### src/rtl/ram2_arbiter_pkg.sv
// Shared definitions for the RAM2 arbiter: state encoding, status byte layout and
// the legacy register/memory width constants.
package ram2_arbiter_pkg;

   localparam int unsigned RegValueW = 16;
   localparam int unsigned MemValueW = 16;
   localparam int unsigned MemAddrW  = 16;

   typedef enum logic [1:0] {
      StIdle    = 2'd0,
      StBusyIf  = 2'd1,
      StBusyMem = 2'd2,
      StResp    = 2'd3
   } ram2_state_e;

   localparam int unsigned StatStateLsb = 6;
   localparam int unsigned StatOwner    = 5;
   localparam int unsigned StatDrop     = 4;
   localparam int unsigned StatTimeout  = 3;
   localparam int unsigned StatMemNeed  = 2;
   localparam int unsigned StatIfNeed   = 1;
   localparam int unsigned StatHold     = 0;

   function automatic logic [7:0] pack_status(input ram2_state_e st, input logic owner,
                                              input logic drop, input logic tmo,
                                              input logic mem_need, input logic if_need,
                                              input logic hold);
      logic [7:0] s;
      s                       = '0;
      s[StatStateLsb +: 2]    = st;
      s[StatOwner]            = owner;
      s[StatDrop]             = drop;
      s[StatTimeout]          = tmo;
      s[StatMemNeed]          = mem_need;
      s[StatIfNeed]           = if_need;
      s[StatHold]             = hold;
      return s;
   endfunction

endpackage

### src/rtl/ram2_arbiter_watchdog.sv
// Busy-cycle watchdog: saturating counter with synchronous clear and a sticky
// error flag that sets when the count reaches TIMEOUT_CYCLES.
module ram2_arbiter_watchdog #(
   parameter int unsigned TIMEOUT_CYCLES = 255,
   parameter int unsigned CNT_W          = 8
) (
   input  logic clk_i,
   input  logic rst_ni,
   input  logic inc_i,
   input  logic clr_i,
   output logic err_o
);

   localparam logic [CNT_W-1:0] Limit = CNT_W'(TIMEOUT_CYCLES);

   logic [CNT_W-1:0] cnt_q, cnt_d;
   logic             err_q, err_d;

   always_comb begin
      cnt_d = cnt_q;
      if (clr_i) begin
         cnt_d = '0;
      end else if (inc_i && (cnt_q != Limit)) begin
         cnt_d = cnt_q + 1'b1;
      end
      err_d = err_q | (inc_i & (cnt_d == Limit));
   end

   always_ff @(posedge clk_i or negedge rst_ni) begin
      if (!rst_ni) begin
         cnt_q <= '0;
         err_q <= 1'b0;
      end else begin
         cnt_q <= cnt_d;
         err_q <= err_d;
      end
   end

   assign err_o = err_q;

endmodule

### src/rtl/ram2_arbiter.sv
// Shares one RAM2 controller between instruction fetch and the MEM stage, one
// transaction at a time, MEM first. Also produces hold, flush drop and debug status.
module ram2_arbiter
   import ram2_arbiter_pkg::*;
#(
   parameter int unsigned ADDR_W         = MemAddrW,
   parameter int unsigned DATA_W         = MemValueW,
   parameter int unsigned TIMEOUT_CYCLES = 255,
   parameter int unsigned CNT_W          = 8
) (
   input  logic                 clk,
   input  logic                 rst,
   input  logic                 if_need,
   input  logic [ADDR_W-1:0]    if_addr,
   input  logic [RegValueW-1:0] if_pc,
   output logic                 if_done,
   output logic [DATA_W-1:0]    if_res,
   input  logic                 mem_need,
   input  logic                 mem_wr,
   input  logic [ADDR_W-1:0]    mem_addr,
   input  logic [DATA_W-1:0]    mem_data,
   output logic                 mem_done,
   output logic [DATA_W-1:0]    mem_res,
   input  logic                 flush,
   output logic                 ram2_need_to_work,
   output logic                 ram2_wr,
   output logic [ADDR_W-1:0]    ram2_addr,
   output logic [DATA_W-1:0]    ram2_data,
   input  logic                 ram2_work_done,
   input  logic [DATA_W-1:0]    ram2_work_res,
   output logic                 hold,
   output logic                 timeout_err,
   output logic [7:0]           ram2_status,
   output logic [RegValueW-1:0] done_pc
);

   ram2_state_e          state_q, state_d;
   logic                 owner_q, owner_d;
   logic                 drop_q, drop_d;
   logic                 need_q, need_d;
   logic                 wr_q, wr_d;
   logic [ADDR_W-1:0]    addr_q, addr_d;
   logic [DATA_W-1:0]    data_q, data_d;
   logic [DATA_W-1:0]    if_res_q, if_res_d;
   logic [DATA_W-1:0]    mem_res_q, mem_res_d;
   logic                 if_done_q, if_done_d;
   logic                 mem_done_q, mem_done_d;
   logic [RegValueW-1:0] pc_q, pc_d;
   logic [RegValueW-1:0] done_pc_q, done_pc_d;
   logic                 busy, wd_inc, wd_clr;

   always_comb begin
      state_d    = state_q;
      owner_d    = owner_q;
      drop_d     = drop_q;
      need_d     = need_q;
      wr_d       = wr_q;
      addr_d     = addr_q;
      data_d     = data_q;
      if_res_d   = if_res_q;
      mem_res_d  = mem_res_q;
      if_done_d  = 1'b0;
      mem_done_d = 1'b0;
      pc_d       = pc_q;
      done_pc_d  = done_pc_q;
      unique case (state_q)
         StIdle: begin
            if (mem_need) begin
               need_d  = 1'b1;
               wr_d    = mem_wr;
               addr_d  = mem_addr;
               data_d  = mem_data;
               owner_d = 1'b1;
               state_d = StBusyMem;
            end else if (if_need) begin
               need_d  = 1'b1;
               wr_d    = 1'b0;
               addr_d  = if_addr;
               pc_d    = if_pc;
               owner_d = 1'b0;
               drop_d  = 1'b0;
               state_d = StBusyIf;
            end
         end
         StBusyIf: begin
            // A flush coinciding with completion still discards the fetch.
            drop_d = drop_q | flush;
            if (ram2_work_done) begin
               need_d  = 1'b0;
               state_d = StResp;
               if (!drop_d) begin
                  if_res_d  = ram2_work_res;
                  if_done_d = 1'b1;
               end
            end
         end
         StBusyMem: begin
            if (ram2_work_done) begin
               need_d     = 1'b0;
               mem_res_d  = ram2_work_res;
               mem_done_d = 1'b1;
               state_d    = StResp;
            end
         end
         StResp: begin
            state_d = StIdle;
            if (!owner_q && !drop_q && !flush) begin
               done_pc_d = pc_q;
            end
         end
         default: state_d = StIdle;
      endcase
   end

   always_ff @(posedge clk or negedge rst) begin
      if (!rst) begin
         state_q    <= StIdle;
         owner_q    <= 1'b0;
         drop_q     <= 1'b0;
         need_q     <= 1'b0;
         wr_q       <= 1'b0;
         addr_q     <= '0;
         data_q     <= '0;
         if_res_q   <= '0;
         mem_res_q  <= '0;
         if_done_q  <= 1'b0;
         mem_done_q <= 1'b0;
         pc_q       <= '0;
         done_pc_q  <= '0;
      end else begin
         state_q    <= state_d;
         owner_q    <= owner_d;
         drop_q     <= drop_d;
         need_q     <= need_d;
         wr_q       <= wr_d;
         addr_q     <= addr_d;
         data_q     <= data_d;
         if_res_q   <= if_res_d;
         mem_res_q  <= mem_res_d;
         if_done_q  <= if_done_d;
         mem_done_q <= mem_done_d;
         pc_q       <= pc_d;
         done_pc_q  <= done_pc_d;
      end
   end

   assign busy   = (state_q == StBusyIf) || (state_q == StBusyMem);
   assign wd_inc = busy & ~ram2_work_done;
   assign wd_clr = busy & ram2_work_done;

   ram2_arbiter_watchdog #(
      .TIMEOUT_CYCLES (TIMEOUT_CYCLES),
      .CNT_W          (CNT_W)
   ) u_watchdog (
      .clk_i  (clk),
      .rst_ni (rst),
      .inc_i  (wd_inc),
      .clr_i  (wd_clr),
      .err_o  (timeout_err)
   );

   // A flush arriving in the RESP cycle itself must still suppress the pulse.
   assign if_done           = if_done_q & ~flush;
   assign if_res            = if_res_q;
   assign mem_done          = mem_done_q;
   assign mem_res           = mem_res_q;
   assign ram2_need_to_work = need_q;
   assign ram2_wr           = wr_q;
   assign ram2_addr         = addr_q;
   assign ram2_data         = data_q;
   assign done_pc           = done_pc_q;
   assign hold              = mem_need & ~mem_done_q;
   assign ram2_status       = pack_status(state_q, owner_q, drop_q, timeout_err, mem_need,
                                          if_need, hold);

endmodule

### config.mk
export PLATFORM = sky130hd
export DESIGN_NAME = ram2_arbiter
export DESIGN_NICKNAME = d
export VERILOG_FILES = /design/src/rtl/ram2_arbiter_pkg.sv /design/src/rtl/ram2_arbiter_watchdog.sv /design/src/rtl/ram2_arbiter.sv
export SDC_FILE = /design/constraint.sdc
export NUM_CORES = 1
export LEC_CHECK = 0
export CAP_MARGIN = 40
export CELL_PAD_IN_SITES_DETAIL_PLACEMENT = 1
export CELL_PAD_IN_SITES_GLOBAL_PLACEMENT = 1
export CORE_ASPECT_RATIO = 1.2
export CORE_MARGIN = 5
export CORE_UTILIZATION = 40
export DETAILED_ROUTE_END_ITERATION = 8
export DONT_BUFFER_PORTS = 1
export PLACE_DENSITY = 0.64
export SLEW_MARGIN = 20
export SYNTH_ARGS = -nofsm -noshare
export SYNTH_HDL_FRONTEND = slang
export SYNTH_SLANG_ARGS = --single-unit
### constraint.sdc
create_clock -name clk -period 2.5 [get_ports clk]
set_input_delay 0.25 -clock clk [delete_from_list [all_inputs] [get_ports clk]]
set_output_delay 0.25 -clock clk [all_outputs]
set_load 0.02 [all_outputs]
==> metrics.cfg, run 1 <==
[drt]
vias_per_cell=5.14
drc=0
first_pass_iters=4
ant_nets=0
vias=3029
drt_iter0_drc=105
wl_per_cell_um=20.1
routed_wl_mm=11.8

[setup_path]
cp_cell_sequence=ha_1 > nand4_2 > nor2_4 > a21oi_1 > a2111oi_2 > a41o_1
rr_endpoint=u_watchdog.err_o
cpPeakStageDelay_ns=0.52
slowest_stage=dfrtp_1
path_class=flip-flop to flip-flop
startpoint_type=flip-flop
regToRegSetupSlack_ns=0.59
path_buf_inv=0
endpoint_kind=flip-flop
critical_path.max_fanout=8
arrival_ns=2.25
critPathTopFamily=compound AO/OA/AOI/OAI gates
worst-endpoint-required_ns=2.84
reg2reg_from=u_watchdog.cnt_q[0]
reg2reg_depth=6

[outcome]
outcome=finished, violations left
violations=hold timing

[clock_tree]
clk_latency_ns=0.40
cts_buffers=17
clock-root-buffer=clkbuf_16
tritoncts=done
htreeDepth=4
clock_sinks=113
cts_buffer_depth=2
postCtsHoldBufs=50
path_clk_slew_ns=0.06

[place]
dpl.hpwl_mm=7.75
dpl_cell_area_sq_um=4970
pre_cts_slack_ns=0.588
placed_cells=506
io_buffers=0
gp_congestion=0.768

[sta]
fin_ws_ns=0.586
fin_crit_ns=1.91
hold_violations=113
holdWs_ns=-0.460
slew_viol_final=0
setup_violations=0
setup_tns_ns=0
fmax_ghz=0.522
finalCritPeriodShare=0.766
relSlewSlack=0.471
worstMarginPinSlew_ns=0.792
rsz0062_at_grt=false
clock-skew-final_ns=0.0133

[global_route]
grt_max_degree=114
grt_pass1_vias=3545
antenna_found_initial=0
grt_overflow=0
track_usage=0.174
grt_pass1_wl_mm=18.6

[cells_and_area]
drive_gt1_frac=0.283
multiInputGateArea_sq_um=1840
fin_nets=506
final_area_sq_um=6060
final_cells=589
seq_area_sq_um=2830
nFillCells=1204
areaGrowthSynthToFinish_pct=25.6
utilization=0.507

[synthesis]
synthDominantCellAreaShare=0.586
synth_edf_count=0
yosysSeqAreaShare=0.586
yosys_register_bits=113
synth_top_family_by_area=multiplexers
synthXorXnorAreaFrac=0.00181
yosysMostFrequentCell=dfrtp_1
synth_commonest_cells=dfrtp_1 (113), mux2_2 (70), nand2_1 (29), o21ai_0 (20), mux2i_1 (17)
ys_async_sr_fraction=1.00
synth_fa_ha_area_frac=0.0130
synth_cell_types=46
synth_compound_area_frac=0.0648
synth_top_cell_by_area=dfrtp_1
yosysWarnings=0
synth-main-ff-cell=dfrtp_1
syn_nets=450
yosys-top-cells-area=dfrtp_1 (59%), mux2_2 (16%), mux2i_1 (3.5%), mux2_1 (2.3%), nand2_1 (2.3%)
synthMuxAreaShare=0.222
synthCells=358
synth-simple-area-share=0.0793
avgSynthCellArea_sq_um=13.5
syn_area_sq_um=4830

[worst_hold_path]
hold_path_class=primary input to asynchronous set/reset pin

[pwr]
power_mw=8.31
peakVddDrop_v=0.000619
powerDensity_nw_per_um2=1370
p_leak_nw=2.67

[floorplanning]
start_util=0.404
num_rows=44
dieArea_sq_um=14400
die_w_um=110
core_area_sq_um=11900
die_y_um=130
pin_count=181

[job]
max_cap_viol_count=0

repair_timing:
action                     CTS  global route
setup buffers                0             0
resized for setup            0             0
hold endpoints to repair   180           113
setup endpoints to repair    0             0
state kept, by name (all words and copies together), names as in the netlist, 2 cells and up:
register and count:
done_pc 16, if_res 16, mem_res 16, pc_q 16, ram2_addr 16, ram2_data 16
u_watchdog.cnt_q 8, state_q 2
power breakdown:
part | internal [mW] | switching [mW] | total (mW)
Sequential | 2.69 | 1.52 | 4.21
Combinational | 0.939 | 0.791 | 1.73
Clock | 1.53 | 0.847 | 2.37
Total | 5.15 | 3.16 | 8.31
cell families (layout without fill, tap and decap cells):
family / Yosys count / count (layout)
adder cells (fa/ha/maj): 5 / 5
buffers and inverters: 29 / 98
AO/OA/AOI/OAI: 49 / 49
multiplexers: 97 / 97
XOR/XNOR: 1 / 1
AND/OR/NAND/NOR: 64 / 64
other: 0 / 1
flip-flops: 113 / 113
cell usage in the layout, fill, tap and decap left out, types with 2 or more instances in the layout:
cell type      synthesis  layout
dlygate4sd3_1          0      50
nor2b_1                3       3
clkbuf_1               4       2
bufinv_16              0       2
o21ai_0               20      20
a31oi_1                2       2
mux2_2                70      70
nor2_1                 5       5
mux2i_1               17      17
nand2_1               29      29
clkbuf_16              0      17
buf_4                  9       8
nor3_1                 3       3
mux2_1                10      10
inv_1                  7       7
nand2b_1               5       5
nand3_1                3       3
a41oi_1                2       2
a21oi_1               13      13
clkbuf_8               0       2
and3_1                 2       2
and2_1                 3       3
inv_6                  0       2
clkinv_4               0       2
clkinvlp_4             0       4
dfrtp_1              113     113
ha_1                   5       5
how the worst max path moves through the flow:
stage,startpoint,end,slack [ns],depth (start not counted)
floorplan,state_q[0],pc_q[10],0.64,6
global placement,u_watchdog.cnt_q[0],u_watchdog.err_o,0.63,6
detailed placement,u_watchdog.cnt_q[0],u_watchdog.err_o,0.59,6
CTS,u_watchdog.cnt_q[0],u_watchdog.err_o,0.58,6
global route,u_watchdog.cnt_q[0],u_watchdog.err_o,0.43,6
finish,u_watchdog.cnt_q[0],u_watchdog.err_o,0.59,6
per-layer routing:
metal / global-route usage / vias up / wire [um]
li1: - / 1380 / -
met1: 0.178 / 1512 / 4110
met2: 0.310 / 118 / 6450
met3: 0.0614 / 19 / 1010
met4: 0.0884 / 0 / 267
met5: 0 / - / 0
final cells by class:
type	instances	share of cell area
Antenna cell	1	0.000413
Clock inverter	11	0.0215
Clock buffer	21	0.0760
Tap cell	161	0.0332
Timing Repair Buffer	59	0.0943
Multi-Input combinational cell	216	0.304
Sequential cell	113	0.466
Inverter	7	0.00433
Note: power is estimated with default switching activity, not from simulation.
==> run 2: changes to the inputs <==
==> constraint.sdc (replaced) <==
create_clock -name clk -period 1.8 [get_ports clk]
set_input_delay 0.18 -clock clk [delete_from_list [all_inputs] [get_ports clk]]
set_output_delay 0.18 -clock clk [all_outputs]
set_load 0.02 [all_outputs]
==> run 2 against run 1 <==
The flow still finishes with violations (hold timing); routed wire length is 6.2% higher; fmax is 9.9% higher; core utilization is 3.0 points higher; sequential cell count stayed put; combinational power is 62% higher; critical path type unchanged; count of clock-buffer cells in the layout is 3 lower; total power is 45% higher; largest power group unchanged; sequential share of layout area is 2.6 points lower; worst setup slack worse by 0.53 ns; die area stayed put; critical path depth is 1 higher.
==> metrics.cfg, run 2 (same netlist as run 1, synthesis figures left out) <==
[outcome]
outcome=finished, violations left
violations=hold timing

[drt]
vias=3143
ant_nets=0
vias_per_cell=5.12
first_pass_iters=4
wl_per_cell_um=20.5
routed_wl_mm=12.6
drt_iter0_drc=109
drc=0

[cells_and_area]
most-common-layout-cells=dfrtp_1 (111), mux2_2 (70), dlygate4sd3_1 (65), nand2_1 (28), o21ai_0 (19)
fin_nets=532
areaGrowthSynthToFinish_pct=33.0
nFillCells=1198
drive_gt1_frac=0.316
insertedDiodeCount=0
layout_commonest_cell=dfrtp_1

[floorplanning]
start_util=0.404
dieArea_sq_um=14400
core_area_sq_um=11900
die_w_um=110
num_rows=44
pin_count=181
die_y_um=130

[global_route]
track_usage=0.182
met2_usage=0.323
antenna_found_initial=0
globalRoute.busiestLayer=met2
grt_pass1_wl_mm=19.6
grt_overflow=0
grt_max_degree=114
grtUsageMet1=0.197
use_met3=0.0698
grt_pass1_vias=3545

[place]
gp_congestion=0.829
io_buffers=0
dpl.hpwl_mm=8.11

[sta]
hold_violations=114
fin_crit_ns=1.74
setup_violations=0
worstMarginPinSlew_ns=0.409
fmax_ghz=0.574
relSlewSlack=0.727
slew_viol_final=0
setup_tns_ns=0
finalCritPeriodShare=0.968
holdWs_ns=-0.528
clock-skew-final_ns=0.00983

[worst_hold_path]
hold_path_class=primary input to asynchronous set/reset pin

[setup_path]
path_class=flip-flop to flip-flop
worstSetupStartpoint=state_q[0]
endpoint_kind=flip-flop
arrival_ns=2.03
reg2reg_from=state_q[0]
worst-endpoint-required_ns=2.09
critical_path.max_fanout=8
startpoint_type=flip-flop

[clock_tree]
clock_sinks=113
htreeDepth=4
path_clk_slew_ns=0.06
postCtsHoldBufs=65
clk_latency_ns=0.40
tritoncts=done
clock-root-buffer=clkbuf_16
cts_buffer_depth=2
cts_buffers=17

[pwr]
power_mw=12.1
p_leak_nw=2.84
powerDensity_nw_per_um2=1880
peakVddDrop_v=0.00119

[job]
max_cap_viol_count=0

## run 2: layer usage
metal  up-vias  part of all wire
li1       1439                 -
met1      1594              0.35
met2       100              0.56
met3        10             0.076
met4         0             0.012
met5         -                 0
## run 2: worst paths after layout
kind,to,slack (ns),cells past startpoint
setup / recovery,u_watchdog.err_o,0.06,7
hold / removal,ram2_addr[6],-0.53,0
setup reg to reg,u_watchdog.err_o,0.06,7
hold reg to reg,done_pc[8],0.49,1
max in group asynchronous,state_q[0],2.13,0
min in group clk,ram2_addr[12],0,2
## run 2: stage by stage
stage / setup WS (ns) / hold slack (ns) / utilization / cells / cell area, sq um
floorplan: 0.0114 / -0.116 / - / 358 / 4830
global placement: 0.0612 / -0.112 / 0.426 / 516 / 5090
detailed placement: 0.0166 / -0.112 / 0.426 / 516 / 5090
CTS: 0.0538 / -0.545 / 0.533 / 613 / 6360
global route: -0.00640 / -0.552 / 0.537 / 614 / 6420
finish: 0.0582 / -0.528 / 0.537 / 614 / 6420
## run 2: final cells by class
type,count,area [sq um],share of cell area
tap,161,201,0.0314
clock inverter,14,180,0.0281
multi-input combinational,216,1890,0.295
clock buffer,18,439,0.0684
sequential,113,2830,0.441
inverter,7,26.3,0.00409
timing repair buffer,85,851,0.133
## run 2: repair_timing
action                                  in CTS  in global routing
setup buffers                                0                  1
gates resized for setup                      1                 10
endpoints found under the setup margin       1                  1
hold endpoints to repair                   193                113
pin swaps                                    0                  5
## run 2: worst max-delay path, cell delays in order (launching register included)
cell and delay [ns]:
dfrtp_2 0.35, inv_1 0.08, ha_4 0.34, nand2_2 0.08, nor4_4 0.30, nor3b_2 0.09
and2_1 0.16, a41o_1 0.23
## run 2: report_power, final
part	leakage (nW)	internal (mW)	switching (mW)	total [mW]
clock	0.297	2.23	1.21	3.44
sequential	1.38	3.73	2.09	5.83
combinational	1.16	1.55	1.26	2.80
==> run 3: changes to the inputs <==
--- a/config.mk
+++ b/config.mk
@@ -13,6 +13,7 @@
 export CORE_UTILIZATION = 40
 export DETAILED_ROUTE_END_ITERATION = 8
 export DONT_BUFFER_PORTS = 1
+export GPL_ROUTABILITY_DRIVEN = 0
 export PLACE_DENSITY = 0.64
 export SLEW_MARGIN = 20
 export SYNTH_ARGS = -nofsm -noshare
==> results of run 3 <==
No change in the layout: final DEF, timing and power equal those of run 2.
